[src/rtl/tile_mapper_pkg.sv]
// Shared types and helpers for the scrolling tile mapper.
// Modular reduction is built from compare-subtract steps only.
package tile_mapper_pkg;

    localparam int unsigned H_ACTIVE = 640;
    localparam int unsigned V_ACTIVE = 480;
    localparam int unsigned COORD_W  = 10;

    typedef logic [COORD_W-1:0] coord_t;

    typedef struct packed {
        logic [3:0] red;
        logic [3:0] green;
        logic [3:0] blue;
    } rgb4_t;

    // (a + b) mod lim, valid when both a and b are already below lim
    function automatic coord_t wrap_add(input coord_t a, input coord_t b, input coord_t lim);
        logic [COORD_W:0] s;
        s = {1'b0, a} + {1'b0, b};
        if (s >= {1'b0, lim}) begin
            s = s - {1'b0, lim};
        end
        return s[COORD_W-1:0];
    endfunction

    // Bounded chain of compare-subtracts; iters is an elaboration-time constant
    function automatic coord_t mod_reduce(input coord_t a, input coord_t lim, input int unsigned iters);
        coord_t r;
        r = a;
        for (int unsigned i = 0; i < iters; i++) begin
            if (r >= lim) begin
                r = r - lim;
            end
        end
        return r;
    endfunction

endpackage

[src/rtl/pipe_delay.sv]
// Fixed-depth shift register with synchronous active-low clear.
module pipe_delay #(
    parameter int unsigned WIDTH = 1,
    parameter int unsigned DEPTH = 2
) (
    input  logic             clk,
    input  logic             rst_n,
    input  logic [WIDTH-1:0] d,
    output logic [WIDTH-1:0] q
);

    logic [WIDTH-1:0] stage [DEPTH];

    always_ff @(posedge clk) begin
        if (!rst_n) begin
            for (int unsigned i = 0; i < DEPTH; i++) begin
                stage[i] <= '0;
            end
        end else begin
            stage[0] <= d;
            for (int unsigned i = 1; i < DEPTH; i++) begin
                stage[i] <= stage[i-1];
            end
        end
    end

    assign q = stage[DEPTH-1];

endmodule

[src/rtl/tile_scroll_mapper.sv]
// Repeating scaled background tile with frame-synchronous scrolling.
// Drives tile ROM + palette and aligns blank across the ROM latency.
module tile_scroll_mapper
    import tile_mapper_pkg::*;
#(
    parameter int unsigned TILE_W     = 96,
    parameter int unsigned TILE_H     = 96,
    parameter int unsigned IDX_W      = 3,
    parameter int unsigned SCALE_LOG2 = 2,
    parameter int unsigned ROM_LAT    = 1,
    parameter int unsigned H_ACTIVE   = tile_mapper_pkg::H_ACTIVE,
    parameter int unsigned V_ACTIVE   = tile_mapper_pkg::V_ACTIVE,
    parameter int unsigned ADDR_W     = 15
) (
    input  logic              vga_clk,
    input  logic              reset_n,
    input  logic [9:0]        DrawX,
    input  logic [9:0]        DrawY,
    input  logic              blank,
    input  logic [9:0]        scroll_x_in,
    input  logic [9:0]        scroll_y_in,
    input  logic              scroll_valid,
    output logic              scroll_ready,
    output logic [ADDR_W-1:0] rom_address,
    input  logic [IDX_W-1:0]  rom_q,
    output logic [IDX_W-1:0]  pal_index,
    input  logic [3:0]        pal_red,
    input  logic [3:0]        pal_green,
    input  logic [3:0]        pal_blue,
    output logic [3:0]        red,
    output logic [3:0]        green,
    output logic [3:0]        blue,
    output logic              opaque
);

    localparam coord_t      TW        = coord_t'(TILE_W);
    localparam coord_t      TH        = coord_t'(TILE_H);
    localparam coord_t      FRAME_ROW = coord_t'(V_ACTIVE);
    // Subtract steps needed to bring a visible scaled coordinate below the tile size
    localparam int unsigned COL_ITERS = ((H_ACTIVE - 1) >> SCALE_LOG2) / TILE_W;
    localparam int unsigned ROW_ITERS = ((V_ACTIVE - 1) >> SCALE_LOG2) / TILE_H;
    localparam int unsigned SX_ITERS  = ((2 ** COORD_W) - 1) / TILE_W;
    localparam int unsigned SY_ITERS  = ((2 ** COORD_W) - 1) / TILE_H;

    coord_t act_x, act_y, pend_x, pend_y;
    coord_t tx, ty;
    logic   pending;
    logic   boundary, accept;
    logic   blank_d;
    rgb4_t  colour;

    always_comb begin
        tx       = wrap_add(mod_reduce(DrawX >> SCALE_LOG2, TW, COL_ITERS), act_x, TW);
        ty       = wrap_add(mod_reduce(DrawY >> SCALE_LOG2, TH, ROW_ITERS), act_y, TH);
        boundary = (DrawX == '0) && (DrawY == FRAME_ROW);
        accept   = scroll_valid && scroll_ready;
    end

    // Texel address, one cycle after DrawX/DrawY
    always_ff @(posedge vga_clk) begin
        if (!reset_n) begin
            rom_address <= '0;
        end else begin
            rom_address <= ADDR_W'(ty) * ADDR_W'(TILE_W) + ADDR_W'(tx);
        end
    end

    // Pending request is promoted only at the frame boundary, so a frame never tears
    always_ff @(posedge vga_clk) begin
        if (!reset_n) begin
            act_x        <= '0;
            act_y        <= '0;
            pend_x       <= '0;
            pend_y       <= '0;
            pending      <= 1'b0;
            scroll_ready <= 1'b1;
        end else begin
            if (boundary && pending) begin
                act_x        <= pend_x;
                act_y        <= pend_y;
                pending      <= 1'b0;
                scroll_ready <= 1'b1;
            end
            if (accept) begin
                pend_x       <= mod_reduce(scroll_x_in, TW, SX_ITERS);
                pend_y       <= mod_reduce(scroll_y_in, TH, SY_ITERS);
                pending      <= 1'b1;
                scroll_ready <= 1'b0;
            end
        end
    end

    pipe_delay #(
        .WIDTH (1),
        .DEPTH (ROM_LAT + 1)
    ) u_blank_delay (
        .clk   (vga_clk),
        .rst_n (reset_n),
        .d     (blank),
        .q     (blank_d)
    );

    assign pal_index = rom_q;

    // Index 0 keeps its palette colour; only opaque marks it transparent
    always_ff @(posedge vga_clk) begin
        if (!reset_n) begin
            colour <= '0;
            opaque <= 1'b0;
        end else if (blank_d) begin
            colour <= rgb4_t'{red: pal_red, green: pal_green, blue: pal_blue};
            opaque <= (rom_q != '0);
        end else begin
            colour <= '0;
            opaque <= 1'b0;
        end
    end

    assign red   = colour.red;
    assign green = colour.green;
    assign blue  = colour.blue;

endmodule
[config.mk]
export PLATFORM = sky130hd
export DESIGN_NAME = tile_scroll_mapper
export DESIGN_NICKNAME = d
export VERILOG_FILES = /design/src/rtl/tile_mapper_pkg.sv /design/src/rtl/pipe_delay.sv /design/src/rtl/tile_scroll_mapper.sv
export SDC_FILE = /design/constraint.sdc
export NUM_CORES = 1
export LEC_CHECK = 0
export CORE_AREA = 2 2 146 148
export CTS_BUF_LIST = sky130_fd_sc_hd__clkbuf_4 sky130_fd_sc_hd__clkbuf_8 sky130_fd_sc_hd__clkbuf_16
export CTS_CLUSTER_DIAMETER = 80
export CTS_CLUSTER_SIZE = 14
export DETAILED_ROUTE_END_ITERATION = 8
export DIE_AREA = 0 0 148 150
export HOLD_SLACK_MARGIN = 0.08
export MAX_ROUTING_LAYER = met4
export PLACE_DENSITY = 0.65
export SKIP_LAST_GASP = 1
export SYNTH_ARGS = -nofsm -noshare
export SYNTH_HDL_FRONTEND = slang
export SYNTH_SLANG_ARGS = --single-unit
[constraint.sdc]
create_clock -name vga_clk -period 27.7 [get_ports vga_clk]
set_clock_uncertainty 0.1 [all_clocks]
set_input_delay 8.31 -clock vga_clk [delete_from_list [all_inputs] [get_ports vga_clk]]
set_output_delay 8.31 -clock vga_clk [all_outputs]
set_load 0.01 [all_outputs]
=== Word level (Yosys, flattened, before mapping) ===
Memory sizes are Yosys's and may differ from the RTL's.
Cells that the tools add are included.

* Flip-flop bits (word level): 70
* Bits in writable memories: 2
* Bits of input ports: 59
* Output and inout port bits: 32
* Word-level logic and storage cells: 142
* Memories kept: 1

{| class="wikitable"
|+ Memory list
! memory !! words !! width !! rd ports !! clocked after Yosys merged registers in !! write ports !! RTL line !! RTL
|-
| u_blank_delay.stage || 2 || 1 || 2 || 0 || 2 || pipe_delay.sv:12 || <nowiki>logic [WIDTH-1:0] stage [DEPTH];</nowiki>
|}

* Add/subtract/negate cells: 27
* $mul: 1
* $lt $le $gt $ge: 24
* Eq/ne operators: 1
* Mux-type cells: 68
* Bitwise gates (word level): 2
* Reductions and logical operators: 7

{| class="wikitable"
|+ Operators by type and width
! kind !! number
|-
| $mux 10 || 60
|-
| $sub 10x7->10 const B || 22
|-
| $ge 10x7->1 const B || 20
|-
| $add 10x10->11 || 2
|-
| $ge 11x7->1 const B || 2
|-
| $sub 8x7->9 const B || 2
|-
| $ge 8x7->1 const B || 2
|-
| $add 15x10->15 || 1
|-
| $eq 10x9->1 const B || 1
|-
| $logic_not 10->1 || 1
|-
| $mul 10x2->10 const B || 1
|-
| $mux 1 || 8
|-
| $logic_and 1x1->1 || 3
|-
| $reduce_bool 3->1 || 1
|-
| $or 1x1->1 || 2
|-
| $reduce_and 2->1 || 1
|-
| $reduce_bool 2->1 || 1
|}

=== Depth between registers and ports, before layout ===
* Depth after elaboration: 38
* Depth in mapped cells: 57

=== Cells and area by module ===
A second synthesis with hierarchy kept.

* Cell total of the unflattened synthesis: 973
* Area total of the unflattened synthesis: 7818.7 um^2

{| class="wikitable"
|+ By module, submodules not included
! module !! instances !! cells each !! area each (um^2) !! sequential area each (um^2)
|-
| tile_scroll_mapper || 1 || 969 || 7766.2 || 1401.3
|-
| pipe_delay || 1 || 4 || 52.6 || 40.0
|}

=== Worst setup path after synthesis ===
OpenSTA, ideal clock, no wires.

* Path type: input-to-reg
* From: input port scroll_x_in[6]
* To: register pend_x[6]
* Setup time: 0.114 ns
* Data arrival time: 19.090 ns
* Path slack: 8.396 ns
* Stages on the path: 52
* Cells stage by stage: clkbuf_1 -> a2111o_1 -> a21oi_2 -> xnor2_1 -> ha_1 -> a21o_1 -> a21oi_1 -> o21ai_0 -> a221oi_1 -> ha_1 -> inv_1 -> nor3_1 -> nor3_1 -> xnor2_1 -> inv_1 -> ha_1 -> clkbuf_1 -> nand2_1 -> [16 not listed] -> inv_1 -> ha_1 -> buf_1 -> nand3_1 -> or4_1 -> o2111a_1 -> a21oi_1 -> o2bb2ai_1 -> o21ai_0 -> nand2_1 -> ha_1 -> clkbuf_1 -> or4_1 -> mux2i_1 -> nor4_1 -> nor3_1 -> o31ai_1 -> a21o_1

* Longest elaborated chain between the ends: 38

{| class="wikitable"
|+ RTL lines
! item !! RTL line !! RTL
|-
| start: declaration || tile_scroll_mapper.sv:20 || <nowiki>input logic [9:0] scroll_x_in,</nowiki>
|-
| $sub 10x7->10 or $ge 10x7->1 (tied branches) || tile_mapper_pkg.sv:33, tile_mapper_pkg.sv:32 ||
|-
| $mux 10 (*) || tile_mapper_pkg.sv:32 || <nowiki>if (r >= lim) begin</nowiki>
|-
| $mux 10 (*) || tile_scroll_mapper.sv:84 || <nowiki>if (accept) begin</nowiki>
|-
| $mux 10 (*) || tile_scroll_mapper.sv:70 || <nowiki>if (!reset_n) begin</nowiki>
|-
| $sub 10x7->10 or $ge 10x7->1 (tied branches) || tile_mapper_pkg.sv:33, tile_mapper_pkg.sv:32 ||
|-
| $mux 10 (*) || tile_mapper_pkg.sv:32 ||
|-
| $mux 10 (*) || tile_scroll_mapper.sv:84 ||
|-
| $mux 10 (*) || tile_scroll_mapper.sv:70 ||
|-
| [22 not listed] || -- ||
|-
| $mux 10 (*) || tile_scroll_mapper.sv:84 ||
|-
| $mux 10 (*) || tile_scroll_mapper.sv:70 ||
|-
| $sub 10x7->10 or $ge 10x7->1 (tied branches) || tile_mapper_pkg.sv:33, tile_mapper_pkg.sv:32 ||
|-
| $mux 10 (*) || tile_mapper_pkg.sv:32 ||
|-
| $mux 10 (*) || tile_scroll_mapper.sv:84 ||
|-
| $mux 10 (*) || tile_scroll_mapper.sv:70 ||
|-
| $sub 10x7->10 or $ge 10x7->1 (tied branches) || tile_mapper_pkg.sv:33, tile_mapper_pkg.sv:32 ||
|-
| $mux 10 (*) || tile_mapper_pkg.sv:32 ||
|-
| end signal: assignment || tile_scroll_mapper.sv:85 || <nowiki>pend_x <= mod_reduce(scroll_x_in, TW, SX_ITERS);</nowiki>
|-
| end: declaration || tile_scroll_mapper.sv:45 || <nowiki>coord_t act_x, act_y, pend_x, pend_y;</nowiki>
|}

Every way passes the cells marked *; elsewhere a longest branch is shown, timed or not. The select of a mux whose other input is x is not followed.
A chain may end at the register's enable or synchronous reset.

=== Final worst setup path ===
* From: input port scroll_x_in[5]
* To: register pend_x[6]

The elaborated chain is that of the path after synthesis.

==> impl_metrics.yaml <==
critical_path:
  slowest_delay_ns: 0.68
  crit_path_frequent_cell: "ha_1"
  cpMaxStageDelayCell: "a2111oi_1"
  worstPathRequired_ns: 27.83
  r2r_slack_ns: 22.33
  reg2reg_depth: 21
  start_kind: "primary input"
  r2r-start: "act_y[0]"
  cp_max_fo: 16
  critPathKind: "in2reg"
  cp-end-kind: "flop"
  r2r-end: "rom_address[14]"
  cp.arrival_ns: 21.33
drt:
  via_count: 7640
  firstDrtPassIters: 5
  wl_per_cell_um: 14.5
  remaining_drc_errors: 0
  routed_wl_um: 19700
  initialDrtViolationCount: 474
  ant_nets: 0
  viasPerCell: 5.63
global_route:
  grt_usage_pct: 18.2
  gr-usage-met1_pct: 23.4
  busiest_layer: "met2"
  grt_max_degree: 34
  overflow: 0
  grtUsageMet2_pct: 30.0
  grt_use_met3_pct: 3.08
  grt_pass1_vias: 7086
  grt_pass1_wl_um: 33100
  antenna_found_initial: 0
sta:
  slew_viol_final: 0
  finalCriticalPeriod_ns: 21.20
  min_period_over_period_pct: 76.5
  holdWs_ns: 0.335
  finalSetupTns_ns: 0
  hold_viol: 0
  worst_pin_slew_ns: 0.996
  rsz0062_at_grt: "false"
  setup_ws_ns: 6.50
  fmaxAchievable_mhz: 47.2
  setup_violations: 0
  slew_headroom_pct: 32.7
logic_synthesis:
  synth-seq-cells: 72
  syn-num-nets: 1132
  synthTopCellsByArea: "dfxtp_1 (18%), ha_1 (9.2%), a21oi_1 (4.7%), xnor2_1 (4.4%), mux2i_1 (4.3%)"
  syn_inst: 1011
  synthDistinctLibCells: 102
  synth.most_common_cell: "nand2_1"
  yosys_most_used_dff: "dfxtp_1"
  yosysWarnings: 0
  yosysSeqAreaShare_pct: 18.2
  synth_common_cells: "nand2_1 (86), nor2_1 (82), a21oi_1 (74), dfxtp_1 (72), ha_1 (58)"
  yosys.area.top_type_share_pct: 18.2
  yosysTopAreaCell: "dfxtp_1"
  synthArstFlopShare_pct: 0
  syn_area_um2: 7930
  synth_edf_count: 0
  avgSynthCellArea_um2: 7.84
cells_and_area:
  syn2layout_area_growth_pct: 17.7
  final_core_util_pct: 45.1
  drive_gt1_share_pct: 7.22
  nets: 1197
  antenna_cells: 0
placed_design:
  place_ws_ns: 6.32
  gp_congestion: 0.920
  hpwl_um: 15600
  portBuffers: 90
floorplanning:
  ios: 91
  core_area_um2: 20700
  start_util_pct: 38.3
  die_y_um: 150
  die-area_um2: 22200
  num_rows: 53
  die_x_um: 148
clock_network:
  cts_tree: "built"
  cts_buffers: 9
  h-tree-depth: 3
  clockBufferDepth: 2
  root_buffer: "clkbuf_16"
  cts_sinks: 72
  cts.repair.resized: 0
  path_clk_slew_ns: 0.06
  clk_latency_ns: 0.34
  postCtsSetupRepairBufs: 0
  ctsHoldBuffers: 0
outcome:
  status: "finished, final reports clean"
hold_path:
  min_to: "u_blank_delay.stage[0][1]"
  whs_path_depth: 1
  min_from: "u_blank_delay.stage[0][0]"
  min-delay-path-class: "reg2reg"
job:
  cap_violations: 0
==> layer usage <==
layer	part of all wire [%]	wire length (µm)
met3	4.4	873
met1	48	9520
met5	0	0
met4	1.4	278
met2	46	9030
==> cells in the final DEF (no fill, tap or decap), types with 18 or more instances in the layout <==
cell type and instances:
xnor2_1 40, dfxtp_1 72, ha_1 58, nand2_1 86
mux2_2 18, nand3_1 22, o21ai_0 33, and2_1 19
nor2_1 82, a21o_1 18, inv_1 48, nor3_1 31
o21bai_1 22, a21oi_1 74, xor2_1 22, mux2i_1 34
clkdlybuf4s50_1 90
==> worst max-delay path, delay by kind of cell <==
kind / cells / cell delay (ns)
AO/OA/AOI/OAI: 16 / 4.72
XOR/XNOR: 1 / 0.26
adder cells (fa/ha/maj): 7 / 2.12
buffers and inverters: 5 / 1.27
multiplexers: 3 / 0.78
AND/OR/NAND/NOR: 18 / 3.82
==> logic make-up (layout without fill, tap and decap cells) <==
group,Yosys count,in the layout,synth area share [%]
AOI/OAI and AO/OA,313,313,29.1
xor gates and xnor gates,65,65,7.54
adders and majority gates,62,62,10.2
buffers and inverters,91,161,4.58
DFF,72,72,18.2
muxes,52,52,6.85
and+or+nand+nor,356,356,23.6
==> registers in the layout, indices dropped and copies added, names as in the netlist <==
name,count
rom_address,15
green,4
act_x,10
red,4
pending,1
act_y,10
blue,4
scroll_ready,1
pend_y,10
u_blank_delay.stage,2
pend_x,10
opaque,1
==> final cells by class <==
class                   count  area [µm²]
well taps                 275         344
multi-input cells         848        6120
fillers                  2033       11400
flip-flops and latches     72        1440
clock inverters             7        70.1
clock buffers               9         225
repair buffers             96         946
inverters                  49         184
==> through the flow <==
| step | instance area [µm²] | std cells |
|---|---|---|
| 2_1_floorplan | 7930 | 1011 |
| 3_3_place_gp | 9040 | 1340 |
| 3_5_place_dp | 9040 | 1340 |
| 4_1_cts | 9340 | 1356 |
| 5_1_grt | 9340 | 1356 |
| 6_report | 9340 | 1356 |
==> worst max-delay path by stage <==
stage,startpoint,slack [ns],endpoint
after floorplan,scroll_x_in[6],8.40,pend_x[6]
after global placement,scroll_x_in[5],6.53,pend_x[7]
after detailed placement,scroll_x_in[5],6.32,pend_x[6]
after CTS,scroll_x_in[5],6.67,pend_x[6]
after global routing,scroll_x_in[5],5.03,pend_x[6]
final,scroll_x_in[5],6.50,pend_x[6]
Power is left out: the tool's default activity adds up to more than one toggle a clock period on the data nets, which glitch-free logic cannot reach.
